File: src/rtl/vga_rect_plotter.sv
// vga_rect_plotter: raster pixel-stream generator for filled rectangles and screen clears, clipped to the visible area
module vga_rect_plotter #(
  parameter int X_WIDTH = 8,
  parameter int Y_WIDTH = 7,
  parameter int COLOUR_WIDTH = 3,
  parameter int X_MAX = 159,
  parameter int Y_MAX = 119
) (
  input  logic                    clock,
  input  logic                    reset,
  input  logic                    start,
  input  logic                    mode,
  input  logic [X_WIDTH-1:0]      x0,
  input  logic [Y_WIDTH-1:0]      y0,
  input  logic [X_WIDTH-1:0]      w,
  input  logic [Y_WIDTH-1:0]      h,
  input  logic [COLOUR_WIDTH-1:0] colour_in,
  output logic                    busy,
  output logic                    done,
  output logic [X_WIDTH-1:0]      x_out,
  output logic [Y_WIDTH-1:0]      y_out,
  output logic [COLOUR_WIDTH-1:0] colour_out,
  output logic                    plot
);
  typedef enum logic [1:0] {IDLE, DRAW, FINISH} state_t;
  state_t state, state_next;
  logic [X_WIDTH-1:0] jx, jw, dx, nw;
  logic [Y_WIDTH-1:0] jy, jh, dy, nh;
  logic [COLOUR_WIDTH-1:0] jc;
  logic [X_WIDTH:0] sx;
  logic [Y_WIDTH:0] sy;
  logic end_x, end_y, in_range;
  always_comb begin
    nw = mode ? X_WIDTH'(X_MAX + 1) : w;
    nh = mode ? Y_WIDTH'(Y_MAX + 1) : h;
    sx = {1'b0, jx} + {1'b0, dx};
    sy = {1'b0, jy} + {1'b0, dy};
    end_x = dx == jw - X_WIDTH'(1);
    end_y = dy == jh - Y_WIDTH'(1);
    in_range = sx <= (X_WIDTH+1)'(X_MAX) && sy <= (Y_WIDTH+1)'(Y_MAX);
    state_next = state;
    if (state == IDLE && start) state_next = (nw == '0 || nh == '0) ? FINISH : DRAW;
    else if (state == DRAW && end_x && end_y) state_next = FINISH;
    else if (state == FINISH) state_next = IDLE;
  end
  // outputs lag the state by one edge, so busy/plot line up with the pixel they describe
  always_ff @(posedge clock) begin
    if (reset) begin
      state <= IDLE;
      {busy, done, plot} <= '0;
      {x_out, y_out, colour_out} <= '0;
      {jx, jy, jw, jh, jc, dx, dy} <= '0;
    end else begin
      state <= state_next;
      busy <= state == DRAW;
      plot <= state == DRAW && in_range;
      done <= state == FINISH;
      if (state == IDLE && start) begin
        jx <= mode ? '0 : x0;
        jy <= mode ? '0 : y0;
        jw <= nw;
        jh <= nh;
        jc <= colour_in;
        dx <= '0;
        dy <= '0;
      end
      if (state == DRAW) begin
        x_out <= sx[X_WIDTH-1:0];
        y_out <= sy[Y_WIDTH-1:0];
        colour_out <= jc;
        dx <= end_x ? '0 : dx + X_WIDTH'(1);
        dy <= end_x ? dy + Y_WIDTH'(1) : dy;
      end
    end
  end
endmodule

File: config.mk
export PLATFORM = sky130hd
export DESIGN_NAME = vga_rect_plotter
export DESIGN_NICKNAME = d
export VERILOG_FILES = /design/src/rtl/vga_rect_plotter.sv
export SDC_FILE = /design/constraint.sdc
export NUM_CORES = 1
export LEC_CHECK = 0
export BUFFER_PORTS_ARGS = -buffer_cell sky130_fd_sc_hd__buf_2
export CORE_MARGIN = 10
export CORE_UTILIZATION = 26
export CTS_BUF_LIST = sky130_fd_sc_hd__clkbuf_16
export DETAILED_ROUTE_END_ITERATION = 7
export MAX_ROUTING_LAYER = met4
export PLACE_DENSITY = 0.49
export SLEW_MARGIN = 20
export SYNTH_ARGS = -nofsm -noshare
export SYNTH_HDL_FRONTEND = slang
export SYNTH_SLANG_ARGS = --single-unit
File: constraint.sdc
create_clock -name clock -period 6.3 [get_ports clock]
set_input_delay 1.26 -clock clock [delete_from_list [all_inputs] [get_ports clock]]
set_output_delay 1.26 -clock clock [all_outputs]
set_load 0.01 [all_outputs]
# Yosys cells after proc, flatten, opt, wreduce, memory -nomap -nowiden
# Cells that the tools add are included.
[word_totals]
register_bits = 71
output_inout_bits = 21
[classes]
n_addsub = 6
order_cmp = 2
eq_ne = 5
n_mux = 14
n_reduce_logical = 12
[op_table]
columns = ["operator", "count"]
rows = [
  ["two-way mux 8 bit", 5],
  ["two-way mux 7 bit", 5],
  ["adder 8 x 8 -> 9 bit", 1],
  ["<= comparator 9 x 8 -> 1 bit (second input constant)", 1],
  ["adder 7 x 7 -> 8 bit", 1],
  ["adder 8 x 1 -> 8 bit (second input constant)", 1],
  ["== test 8 bit", 1],
  ["<= comparator 8 x 7 -> 1 bit (second input constant)", 1],
  ["logical NOT 8 bit", 1],
  ["two-way mux 2 bit", 4],
  ["subtractor 8 x 1 -> 8 bit (second input constant)", 1],
  ["adder 7 x 1 -> 7 bit (second input constant)", 1],
  ["== test 7 bit", 1],
  ["logical NOT 7 bit", 1],
  ["subtractor 7 x 1 -> 7 bit (second input constant)", 1],
  ["logical AND 1 bit", 5],
  ["nonzero test 3 bit", 1],
  ["== test 2 x 1 -> 1 bit (second input constant)", 1],
  ["== test 2 bit (second input constant)", 1],
  ["logical NOT 2 bit", 1],
  ["inequality test 2 bit (second input constant)", 1],
  ["AND reduction 2 bit", 1],
  ["nonzero test 2 bit", 1],
  ["logical OR 1 bit", 1],
]

# Depth between registers and ports, before layout
# Gate-level depths: netlist (run 1).
[depth]
depth_word = 6
mapped_depth = 11

# Least setup slack after synthesis (run 1)
# Ideal clock, no wire load.
[synth_path]
path_kind = "input port to flip-flop"
from = "in start"
to = "reg jw[4]"
arrival_time_ps = 2572
required_ps = 6241
setup_slack_ps = 3669
stages = 5
path_buffers = 2
cell_sequence = "or3b_2 -> clkbuf_1 -> nor3_2 -> buf_2 -> a22o_1"
[synth_via]
elab_chain_len = 1
[synth_lines]
columns = ["item", "line", "text"]
rows = [
  ["start: declaration", "11", "input logic start,"],
  ["logical AND 1 bit", "58", "if (state == IDLE && start) begin"],
  ["end signal: assignment", "61", "jw <= nw;"],
  ["end: declaration", "27", "logic [X_WIDTH-1:0] jx, jw, dx, nw;"],
]
# No other way between the ends.
# A chain may end at the register's enable or synchronous reset.

==> impl_results.md, run 1 <==
- Outcome: finished, final reports clean
- Worst Slack Setup Final: 3.59 ns
- Worst slew margin: 0.323
- First-pass GRT wire length: 17200 µm
- Cells after Synth: 432
- DRT Pass-1 Iters: 4
- Slew @ Worst Pin: 1.02 ns
- Period utilisation layout: 0.430
- Post-CTS setup buffer count: 0
- H-tree Lvls: 3
- Initial core utilization: 0.267
- Endpoints failing setup: 0
- Synthesis-to-finish area growth: 18.5%
- Avg Inst Size Synth: 8.65 µm²
- Worst path max stage delay: 0.74 ns
- Multi-input logic area: 2180 µm²
- Final Slew Violations: 0
- Commonest non-fill, non-tap cell in the layout: dfxtp_1
- Crit path required time: 6.53 ns
- GPL Wtd Cong: 0.811
- Critical path depth: 5
- CP cell instances: buf_2 -> nor2_1 -> and3_1 -> o21ai_0 -> nand2_1
- Cell family contributing the most delay on the critical path: simple AND/OR/NAND/NOR gates
- Reg-to-Reg Start: jw[0]
- Cell Area, Synth: 3740 µm²
- Share of layout cells above drive strength 1: 0.171
- Yosys cell types: 59
- Antenna viol nets, final: 0
- Ant diodes: 0
- R2R setup slack: 3.74 ns
- R2R cell count: 8
- Tot Pwr: 1090 µW
- Post-DP HPWL: 7680 µm
- Post-Place Setup Slack: 3.10 ns
- Die height: 140 µm
- Synth async-reset ratio: 0
- DR iter-0 viols: 215
- Clock root buffer: clkbuf_16
- GRT Residual Overflow: 0
- CP Launch Type: input pin
- Final setup TNS: 0 ns
- FP Rows: 43
- Power per standard cell area: 246 nW/µm²
- Initial antenna violation count: 0
- Worst path bufs/invs: 1
- Synthesis-stage register bit count: 71
- Port buffer count: 57
- Commonest cells after routing, fill and taps aside: 71 x dfxtp_1, 62 x nand2_1, 57 x buf_2
- Worst vdd ir: 118 µV
- Core Area: 14000 µm²
- Vias/cell: 4.92
- Max Buffers Root-to-Sink: 2
- Worst-skew pair later-pin latency: 0.33 ns
- RSZ-0062 raised after global routing: no
- Fin. Hold Viols: 0
- Crit path capture: dx[4]
- Post-synth EDFFs: 0
- Ys flop type: dfxtp_1
- Via Count: 3270
- Yosys warns: 0
- Maxcap violations: 0
- Remaining DRCs: 0
- Routed WL: 10400 µm
- Sink Count: 71
- Number of fill cells: 1478
- Post_cts resized: 0
- Die Wd: 140 µm
- Pin count of the biggest net entering global routing: 52
- Peak Freq: 0.369 GHz
- Crit path launch: reset
- DR WL/cell: 15.6 µm
- Ports: 58
- TritonCTS clock tree: yes
- Clock slew at reported path FFs: 0.06 ns
- Leak: 0.00185 µW
- Nets: 539
- Post-synthesis sequential area ratio: 0.380
- Final min period: 2.71 ns
- Crit path DAT: 2.94 ns
- CTS Hold Bufs: 0
- CTS buffer count: 9
- Critical Path Sink Type: flop
- Vias in the first global route: 3219
- Reg2reg end: state[0]
- Crit-path slowest cell: buf_2
- Critical path type: in -> reg
- Fin Clk Skew: 0.00594 ns
- Min-Delay Path Class: reg -> reg
- Syn Nets: 490
- Reg area: 1420 µm²
- Critical path peak fanout: 51
- Die area: 19600 µm²
- Total track usage: 0.110
## per-layer routing
metal  up-vias  track usage  wire (µm)
met5         -            -          0
met4         0       0.0315        123
met3        11       0.0296        504
met2        75        0.162       4590
met1      1522        0.145       5150
li1       1662            -          -
## report_power, final
part / leakage [µW] / internal (µW) / switching (µW) / total (µW)
sequential: 0.000577 / 472 / 21.5 / 493
combinational: 0.00115 / 65.7 / 96.3 / 162
clock: 0.000123 / 255 / 180 / 434
total: 0.00185 / 792 / 298 / 1090
## metrics by stage
| stage | util | cells | instance area, µm² | hold slack, ns |
|---|---|---|---|---|
| finish | 0.316 | 664 | 4430 | 0.450 |
| global route | 0.316 | 664 | 4430 | 0.471 |
| CTS | 0.316 | 664 | 4420 | 0.453 |
| detailed placement | 0.299 | 650 | 4180 | 0.446 |
| global placement | 0.299 | 650 | 4180 | 0.439 |
| floorplan | - | 432 | 3740 | 0.432 |
## worst register-to-register path, stage by stage (launching register included)
cell       delay [ns]
dfxtp_1          0.48
inv_1            0.08
ha_1             0.30
o21bai_1         0.19
a211o_1          0.29
a21oi_1          0.25
o2111a_2         0.42
o2111ai_1        0.22
o2bb2ai_1        0.17
## cells in the mapped netlist (all sizes together), types with 3 or more instances
| cell type | n | area, µm² |
|---|---|---|
| inv | 11 | 41.3 |
| nand4 | 4 | 31.3 |
| nand2 | 62 | 233 |
| a211o | 3 | 26.3 |
| a22o | 18 | 158 |
| o21ai | 8 | 40.0 |
| nor3 | 23 | 120 |
| nor4 | 6 | 52.6 |
| o21bai | 4 | 30.0 |
| dfxtp | 71 | 1420 |
| o211ai | 3 | 22.5 |
| o2111ai | 4 | 41.3 |
| nor2b | 7 | 43.8 |
| a31oi | 5 | 37.5 |
| clkbuf | 14 | 52.6 |
| xor2 | 9 | 78.8 |
| or3 | 6 | 37.5 |
| a21o | 4 | 30.0 |
| nand3b | 8 | 60.1 |
| xnor2 | 17 | 149 |
| buf | 9 | 52.5 |
| a211oi | 8 | 60.1 |
| nor2 | 24 | 92.6 |
| a21oi | 37 | 185 |
| nand3 | 11 | 55.1 |
| mux2i | 5 | 50.1 |
| ha | 19 | 238 |
| nand2b | 3 | 18.8 |
| and3 | 3 | 18.8 |
## flip-flops by register name (all words and copies together) (netlist names)
name and count:
x_out 8, jx 8, jc 3, done 1, dx 8, plot 1
busy 1, jy 7, jw 8, dy 7, jh 7, colour_out 3
y_out 7, state 2
## cell families (layout without fill, tap and decap cells)
family / after synthesis / after routing / synth area share
muxes: 6 / 6 / 0.0174
and+or+nand+nor: 166 / 166 / 0.223
AOI/OAI and AO/OA: 108 / 108 / 0.205
xor gates and xnor gates: 26 / 26 / 0.0610
DFF: 71 / 71 / 0.380
buffers and inverters: 34 / 86 / 0.0392
adders and majority gates: 21 / 21 / 0.0743
## final cells by class
| class | count | share of cell area |
|---|---|---|
| multi-input combinational | 327 | 0.492 |
| timing repair buffer | 61 | 0.0712 |
| clock buffer | 9 | 0.0509 |
| sequential | 71 | 0.321 |
| inverter | 11 | 0.00933 |
| clock inverter | 5 | 0.00424 |
| tap | 180 | 0.0509 |
## worst min path at each step
| stage | startpoint | end | cells past startpoint |
|---|---|---|---|
| after floorplan | jc[0] | colour_out[0] | 2 |
| final | y_out[3] | y_out[3] | 2 |
| after detailed placement | y_out[5] | y_out[5] | 2 |
| after CTS | y_out[5] | y_out[5] | 2 |
| after global placement | x_out[4] | x_out[4] | 2 |
| after global routing | colour_out[0] | colour_out[0] | 2 |
No activity file was read; power rests on OpenSTA's default activity.
==> run 2: changes to the inputs <==
--- a/config.mk
+++ b/config.mk
@@ -11,7 +11,7 @@
 export CTS_BUF_LIST = sky130_fd_sc_hd__clkbuf_16
 export DETAILED_ROUTE_END_ITERATION = 7
 export MAX_ROUTING_LAYER = met4
-export PLACE_DENSITY = 0.49
+export PLACE_DENSITY = 0.5
 export SLEW_MARGIN = 20
 export SYNTH_ARGS = -nofsm -noshare
 export SYNTH_HDL_FRONTEND = slang
==> constraint.sdc (replaced) <==
create_clock -name clock -period 2.3 [get_ports clock]
set_input_delay 0.46 -clock clock [delete_from_list [all_inputs] [get_ports clock]]
set_output_delay 0.46 -clock clock [all_outputs]
set_load 0.01 [all_outputs]
==> impl_results.md, run 2 (synthesis results as in run 1) <==
- Worst vdd ir: 366 µV
- Clock slew at reported path FFs: 0.06 ns
- Antenna viol nets, final: 0
- Post-DP HPWL: 7770 µm
- DR iter-0 viols: 123
- Pin count of the biggest net entering global routing: 29
- TritonCTS clock tree: yes
- GPL Wtd Cong: 0.857
- Vias/cell: 4.75
- Fin Hold WS: 0.327 ns
- Commonest non-fill, non-tap cell in the layout: dfxtp_1
- Min-Delay Path Class: in -> reg
- Fin. Hold Viols: 0
- Via Count: 3251
- Sink Count: 71
- DR WL/cell: 15.0 µm
- Crit path required time: 2.53 ns
- Power per standard cell area: 687 nW/µm²
- Endpoints failing setup: 0
- Critical Path Sink Type: flop
- Vias in the first global route: 3261
- Final setup TNS: 0 ns
- Synthesis-to-finish area growth: 24.6%
- Final Slew Violations: 0
- Remaining DRCs: 0
- Share of layout cells above drive strength 1: 0.222
- Total track usage: 0.107
- Ant diodes: 0
- Maxcap violations: 0
- Port buffer count: 57
- Max Buffers Root-to-Sink: 2
- Peak Freq: 0.457 GHz
- DRT Pass-1 Iters: 5
- H-tree Lvls: 3
- RSZ-0062 raised after global routing: no
- Critical path type: reg -> reg
- Die Wd: 140 µm
- Outcome: finished, final reports clean
- Worst Slack Setup Final: 0.111 ns
- CP Launch Type: flop
- Die height: 140 µm
- Worst-skew pair later-pin latency: 0.34 ns
- Post-route insts no fill: 684
- Routed WL: 10200 µm
- Crit path DAT: 2.42 ns
- Die area: 19600 µm²
- FP Rows: 43
- Post-Place Setup Slack: 0.0586 ns
- First-pass GRT wire length: 16600 µm
- Final min period: 2.19 ns
- Period utilisation layout: 0.952
- Post-Place Cells: 665
- Slew @ Worst Pin: 0.934 ns
- Commonest cells after routing, fill and taps aside: 70 x dfxtp_1, 62 x nand2_1, 57 x buf_2
- Worst slew margin: 0.375
- Critical path peak fanout: 6
- Core Area: 14000 µm²
- Initial core utilization: 0.267
- Nets: 557
- Fin Clk Skew: 0.00635 ns
- Initial antenna violation count: 0
- Clock root buffer: clkbuf_16
- GRT Residual Overflow: 0
- Leak: 0.00197 µW
- Ports: 58
- CTS buffer count: 9
-- run 2: cell count changes in the layout (fill, tap and decap cells not counted), sizes merged --
cell	before	now
buf	61	78
o2111a	1	2
clkinvlp	0	2
inv	12	11
bufinv	0	1
-- run 2: layout make-up --
cell class,instances,area (µm²)
Inverter,11,41.3
Sequential cell,71,1420
Timing Repair Buffer,78,443
Tap cell,180,225
Clock inverter,7,63.8
Clock buffer,9,225
Multi-Input combinational cell,328,2240
Fill cell,1489,9330
-- run 2: report_power, final --
group | internal (µW) | total, µW | switching, µW
sequential | 1290 | 1350 | 57.0
combinational | 205 | 487 | 282
clock | 829 | 1360 | 534
-- run 2: repair_timing --
| item | in CTS | in global routing |
|---|---|---|
| setup endpoints to repair | 0 | 14 |
| gates resized for setup | 0 | 10 |
| buffers inserted | 0 | 2 |
| hold buffers | 0 | 0 |
-- run 2: per-stage QoR --
stage / utilization / total power (µW) / instance area (µm²)
after global routing: 0.333 / 3360 / 4660
after floorplan: - / 1670 / 3740
after global placement: 0.307 / 1840 / 4290
after detailed placement: 0.307 / 1840 / 4290
after CTS: 0.327 / 3230 / 4580
final: 0.333 / 3200 / 4660
-- run 2: layer usage --
layer / global-route usage / vias up / share of wire
met5: - / - / 0
met4: 0.0304 / 0 / 0.013
met3: 0.0378 / 11 / 0.047
met2: 0.159 / 70 / 0.44
met1: 0.134 / 1472 / 0.50
li1: - / 1698 / -
-- run 2: worst paths after layout --
path	from	end	depth (start not counted)	slack [ns]
hold reg to reg	x_out[6]	x_out[6]	2	0.45
hold / removal	x0[6]	jx[6]	2	0.33
setup reg to reg	jw[1]	dy[5]	10	0.11
setup / recovery	jw[1]	dy[5]	10	0.11
-- run 2: worst max-delay path, stage by stage (launching register included) --
cell and delay, ns:
dfxtp_2 0.34, inv_1 0.06, ha_2 0.18, buf_4 0.14
nor2b_1 0.06, or3_4 0.34, a31oi_4 0.24, o2111a_2 0.32
buf_4 0.15, nand4_2 0.10, mux2i_1 0.14
